<file path="src/rtl/queue_put_arbiter.sv">
// queue_put_arbiter: round-robin two-producer put arbiter with full gating and flush sequencing
module queue_put_arbiter #(
  parameter int WIDTH = 12,
  parameter int FLUSH_CYCLES = 2
) (
  input  logic             clk,
  input  logic             rst,
  input  logic             req0,
  input  logic [WIDTH-1:0] d_in0,
  output logic             grant0,
  input  logic             req1,
  input  logic [WIDTH-1:0] d_in1,
  output logic             grant1,
  input  logic             flush_req,
  input  logic             q_full,
  output logic             q_put,
  output logic [WIDTH-1:0] q_d_in,
  output logic             q_flush,
  output logic             busy
);
  localparam int CW = $clog2(FLUSH_CYCLES + 1);
  localparam logic [CW-1:0] RELOAD = CW'(FLUSH_CYCLES - 1);
  typedef enum logic {IDLE, FLUSH} state_t;
  state_t state, state_n;
  logic [CW-1:0] cnt, cnt_n;
  logic last, go, r0, r1, win0, win1;
  always_comb begin
    r0 = req0 & ~grant0;
    r1 = req1 & ~grant1;
    go = (state == IDLE) && !flush_req && !q_full;
    win0 = go & r0 & (~r1 | last);
    win1 = go & r1 & (~r0 | ~last);
    state_n = (state == IDLE) ? (flush_req ? FLUSH : IDLE)
                              : ((cnt == '0 && !flush_req) ? IDLE : FLUSH);
    cnt_n = (state == IDLE || cnt == '0) ? RELOAD : cnt - 1'b1;
  end
  always_ff @(posedge clk) begin
    if (rst) begin
      state  <= IDLE;
      cnt    <= '0;
      last   <= 1'b1;
      grant0 <= 1'b0;
      grant1 <= 1'b0;
      q_put  <= 1'b0;
      q_d_in <= '0;
    end else begin
      state  <= state_n;
      cnt    <= cnt_n;
      grant0 <= win0;
      grant1 <= win1;
      q_put  <= win0 | win1;
      q_d_in <= win0 ? d_in0 : win1 ? d_in1 : q_d_in;
      last   <= win0 ? 1'b0 : win1 ? 1'b1 : last;
    end
  end
  assign q_flush = state == FLUSH;
  assign busy    = state == FLUSH;
endmodule

</file>
<file path="config.mk">
export PLATFORM = sky130hd
export DESIGN_NAME = queue_put_arbiter
export DESIGN_NICKNAME = d
export VERILOG_FILES = /design/src/rtl/queue_put_arbiter.sv
export SDC_FILE = /design/constraint.sdc
export NUM_CORES = 1
export LEC_CHECK = 0
export ABC_AREA = 1
export CORE_MARGIN = 2
export CORE_UTILIZATION = 39
export DETAILED_ROUTE_END_ITERATION = 6
export PLACE_DENSITY = 0.78
export SETUP_SLACK_MARGIN = 0.15
export SYNTH_ARGS = -nofsm -noshare
export SYNTH_HDL_FRONTEND = slang
export SYNTH_SLANG_ARGS = --single-unit
</file>
<file path="constraint.sdc">
create_clock -name clk -period 1.5 [get_ports clk]
set_input_delay 0.3 -clock clk [delete_from_list [all_inputs] [get_ports clk]]
set_output_delay 0.3 -clock clk [all_outputs]
set_load 0.1 [all_outputs]
</file>
Word level (Yosys, flattened, before mapping). Index checks and enable logic that the tools add are counted.

Reductions and logical operators: 9. Multiplexer cells: 8. Bitwise logic cells: 15. Add/subtract/negate cells: 1.

Operators with widths (number): two-way mux 12 bit (2); AND 1 bit (6); two-way mux 1 bit (6); NOT 1 bit (6); logical AND 1 bit (3); OR 1 bit (3); logical NOT 1 bit (2); logical NOT 2 bit (1); nonzero test 2 bit (1); OR reduction 2 bit (1); subtractor 2 x 1 -> 2 bit (second input constant) (1); logical OR 1 bit (1).

Bits in registers: 19. Word-level logic and storage cells: 41.

Longest topological paths before layout.
Depth after elaboration: 7. Depth in mapped cells: 9. Depth with buffers taken out: 8.

Worst setup path after synthesis. No wires, ideal clock.

Path type: register to register. Start: register grant1. End: register q_d_in[4]. Clock period less this slack: 1.825 ns. Data required time: 1.391 ns. Path slack: -0.325 ns. Arrival: 1.716 ns. Stages on the path, launching flop included: 9. Cell sequence: dfxtp_1 -> inv_1 -> nand3_1 -> nand3_2 -> buf_4 -> nand2_1 -> nand3_1 -> nand2_1 -> inv_1.

Longest elaborated chain between the ends: 6.

Ends and longest elaborated chain: from (decl) (line 13) `output logic grant1,`; from (signal assigned) (line 50) `grant1 <= win1;`; NOT 1 bit (*) (line 29) `r1 = req1 & ~grant1;`; AND 1 bit (*) (line 29); NOT 1 bit (line 31) `win0 = go & r0 & (~r1 | last);`; OR 1 bit (line 31); AND 1 bit (line 31); two-way mux 12 bit / nonzero test 2 bit (equally long branches); to (signal assigned) (line 52) `q_d_in <= win0 ? d_in0 : win1 ? d_in1 : q_d_in;`; to (decl) (line 17) `output logic [WIDTH-1:0] q_d_in,`.

Mark *: on every way between the ends. The rest lies on a longest branch, timed or not. A chain may end at the register's enable or synchronous reset.

Final worst setup path.
Start: register state (netlist: busy). End: register q_d_in[10].

Longest elaborated chain between the ends: 6.

Ends and longest elaborated chain: from (decl) (line 24) `state_t state, state_n;`; from (signal assigned) (line 47) `state <= state_n;`; NOT 1 bit (*) (line 30) `go = (state == IDLE) && !flush_req && !q_full;`; logical AND 1 bit (*) (2 in series) (line 30); AND 1 bit, on equally long branches (2 in series) (line 31, 32); two-way mux 12 bit / nonzero test 2 bit (equally long branches).

Marked as above.

==> reports/qor.yml <==
first_iter_violations: 29
synth_top_area_share_pct: 40.1
grt_max_degree: 19
rows: 17
ys.flop_type: "dfxtp_1"
cts_buffer_depth: 2
slew_headroom_pct: 79.8
path_depth: 8
async_flop_share_pct: 0
synth.cell_area_um2: 948
antenna_found_initial: 0
finalHoldViolations: 0
regArea_um2: 392
hold_ws_ns: 0.305
multi_input_area_um2: 457
final_max_slew_viol_count: 0
fin_worst_skew_ns: 0.00579
clkSinkCount: 19
hold_class: "input pin to flop"
cts_tree: "built"
htree_levels: 1
worstSetupEndpoint: "q_d_in[10]"
synthTopCellsByArea: "dfxtp_1, nand3_1, nand2_1"
ir_drop_v: 0.000490
rrSetupSlack_ns: 0.13
cp.arrival_ns: 1.63
period_needed_ns: 1.37
wl_um: 2880
setup_viol: 0
grt_pass1_vias: 1078
dieArea_um2: 2840
syn-num-nets: 173
p_leak_nw: 0.852
numCtsBuffers: 3
synth_cell_type_count: 20
drtPass1Iterations: 5
placed_cell_area_um2: 1640
avgViaCountPerCell: 4.95
initial_core_util_pct: 42.1
drcViolationCount: 0
ctsRootBufferMaster: "clkbuf_4"
syn_area_per_cell_um2: 6.68
grt_pass1_wl_um: 4290
antenna_cells: 0
final_nets: 226
final_core_util_pct: 78.0
coreArea_um2: 2250
required_ns: 1.75
cpMaxStageDelayCell: "dfxtp_4"
grt_overflow: 0
syn2layout_area_growth_pct: 85.5
die_h_um: 53.3
rsz0062_at_grt: "no"
tightest_slew_ns: 0.303
setup.worst_path.start: "busy"
worst_setup_path_end_kind: "flop"
max_freq_mhz: 729
path_clk_slew_ns: 0.12
power_w: 0.00135
max-cap-violations: 0
synth-edff-count: 0
finalCritPeriodShare_pct: 91.4
finalWeightedCongestion: 0.753
status: "complete, no violations"
worst_path_dominant_cell_family: "simple AND/OR/NAND/NOR gates"
tns_ns: 0
worstReg2RegStart: "busy"
grtUsageTotal_pct: 20.8
synth_top_cells_by_count: "nand2_1, nor2_1, nand3_1"
powerDensity_nw_per_um2: 766
slowest_delay_ns: 0.38
critPathLaunchType: "flop"
synth_seq_cells: 19
layout-drive-gt1-share_pct: 24.2
nFillCells: 155
postLayoutCellArea_um2: 1760
path_buf_inv: 2
path_max_fanout: 5
worst_skew_pair.late_latency_ns: 0.30
synthCells: 142
ios: 47
io_buffers: 46
fp.dieW_um: 53.3
vias: 1098
crit_type: "flop to flop"
dp_hpwl_um: 2070
seq_area_frac_synth_pct: 40.1
yosysWarnings: 0
reg2reg_to: "q_d_in[10]"
ant_nets: 0
crit_chain: "nor2_4, nand2_4, a21oi_4, buf_6, nor2_2, nor2_1, nand2_1, inv_1"
yosys.area.top_type: "dfxtp_1"
reg2regPathDepth: 8
wl_per_cell_um: 13.0
layer usage:
metal  wire (µm)  global-route usage, %
met5           0                      0
met4         113                   10.3
met3         189                   4.80
met2        1580                   39.5
met1        1000                   20.7
layout make-up:
| type | instances | area share, % |
|---|---|---|
| inverter | 23 | 4.91 |
| multi-input combinational | 92 | 26.0 |
| timing repair buffer | 56 | 43.3 |
| clock buffer | 3 | 1.28 |
| sequential | 19 | 22.3 |
| tap | 28 | 1.99 |
| clock inverter | 1 | 0.284 |
tightest hold or removal path: stages:
cell and delay (ns):
dlymetal6s2s_1 0.13, inv_2 0.08, a21oi_1 0.06
where the power goes:
part	internal, W	switching (W)
clock	0.0000994	0.000166
sequential	0.000529	0.0000277
combinational	0.000226	0.000299
total	0.000854	0.000492
flip-flops by register name, summed over array words and instances (netlist names):
name / count
last: 1
cnt: 2
q_put: 1
grant0: 1
grant1: 1
q_d_in: 12
busy: 1
logic make-up after synthesis:
| family | Yosys count | share of synthesized area, % |
|---|---|---|
| buf+inv | 31 | 14.9 |
| fa+ha+maj | 1 | 1.32 |
| flops | 19 | 40.1 |
| simple gates | 85 | 38.8 |
| compound gates | 6 | 4.88 |
placed cells by master (no fill, tap or decap), types with 3 or more instances in the layout:
cell type	count
nand3_1	25
buf_4	6
clkdlybuf4s50_1	25
dlymetal6s2s_1	4
nand2_1	25
inv_1	20
clkbuf_4	3
buf_12	19
dfxtp_4	3
nor2_1	25
inv_2	3
dfxtp_1	16
through the flow:
| step | setup WS [ns] | instances |
|---|---|---|
| floorplan | 0.161 | 142 |
| global placement | -0.213 | 214 |
| detailed placement | -0.249 | 214 |
| CTS | 0.174 | 218 |
| global route | 0.0465 | 222 |
| finish | 0.128 | 222 |
worst min path at each step:
stage | from | to | slack, ns | depth (start not counted)
floorplan | flush_req | busy | 0.45 | 2
global route | flush_req | busy | 0.32 | 3
detailed placement | cnt[0] | cnt[0] | 0.51 | 3
finish | flush_req | busy | 0.30 | 3
CTS | cnt[0] | cnt[0] | 0.54 | 3
global placement | cnt[0] | cnt[0] | 0.49 | 3
repair_timing:
action / CTS / global route
endpoints found under the hold margin: 0 / 0
hold buffers: 0 / 0
setup endpoints to repair: 12 / 12
pin swaps: 1 / 5
gates resized for setup: 3 / 13
setup buffers: 0 / 2
cloned: 0 / 2
No activity file was read; power rests on OpenSTA's default activity.
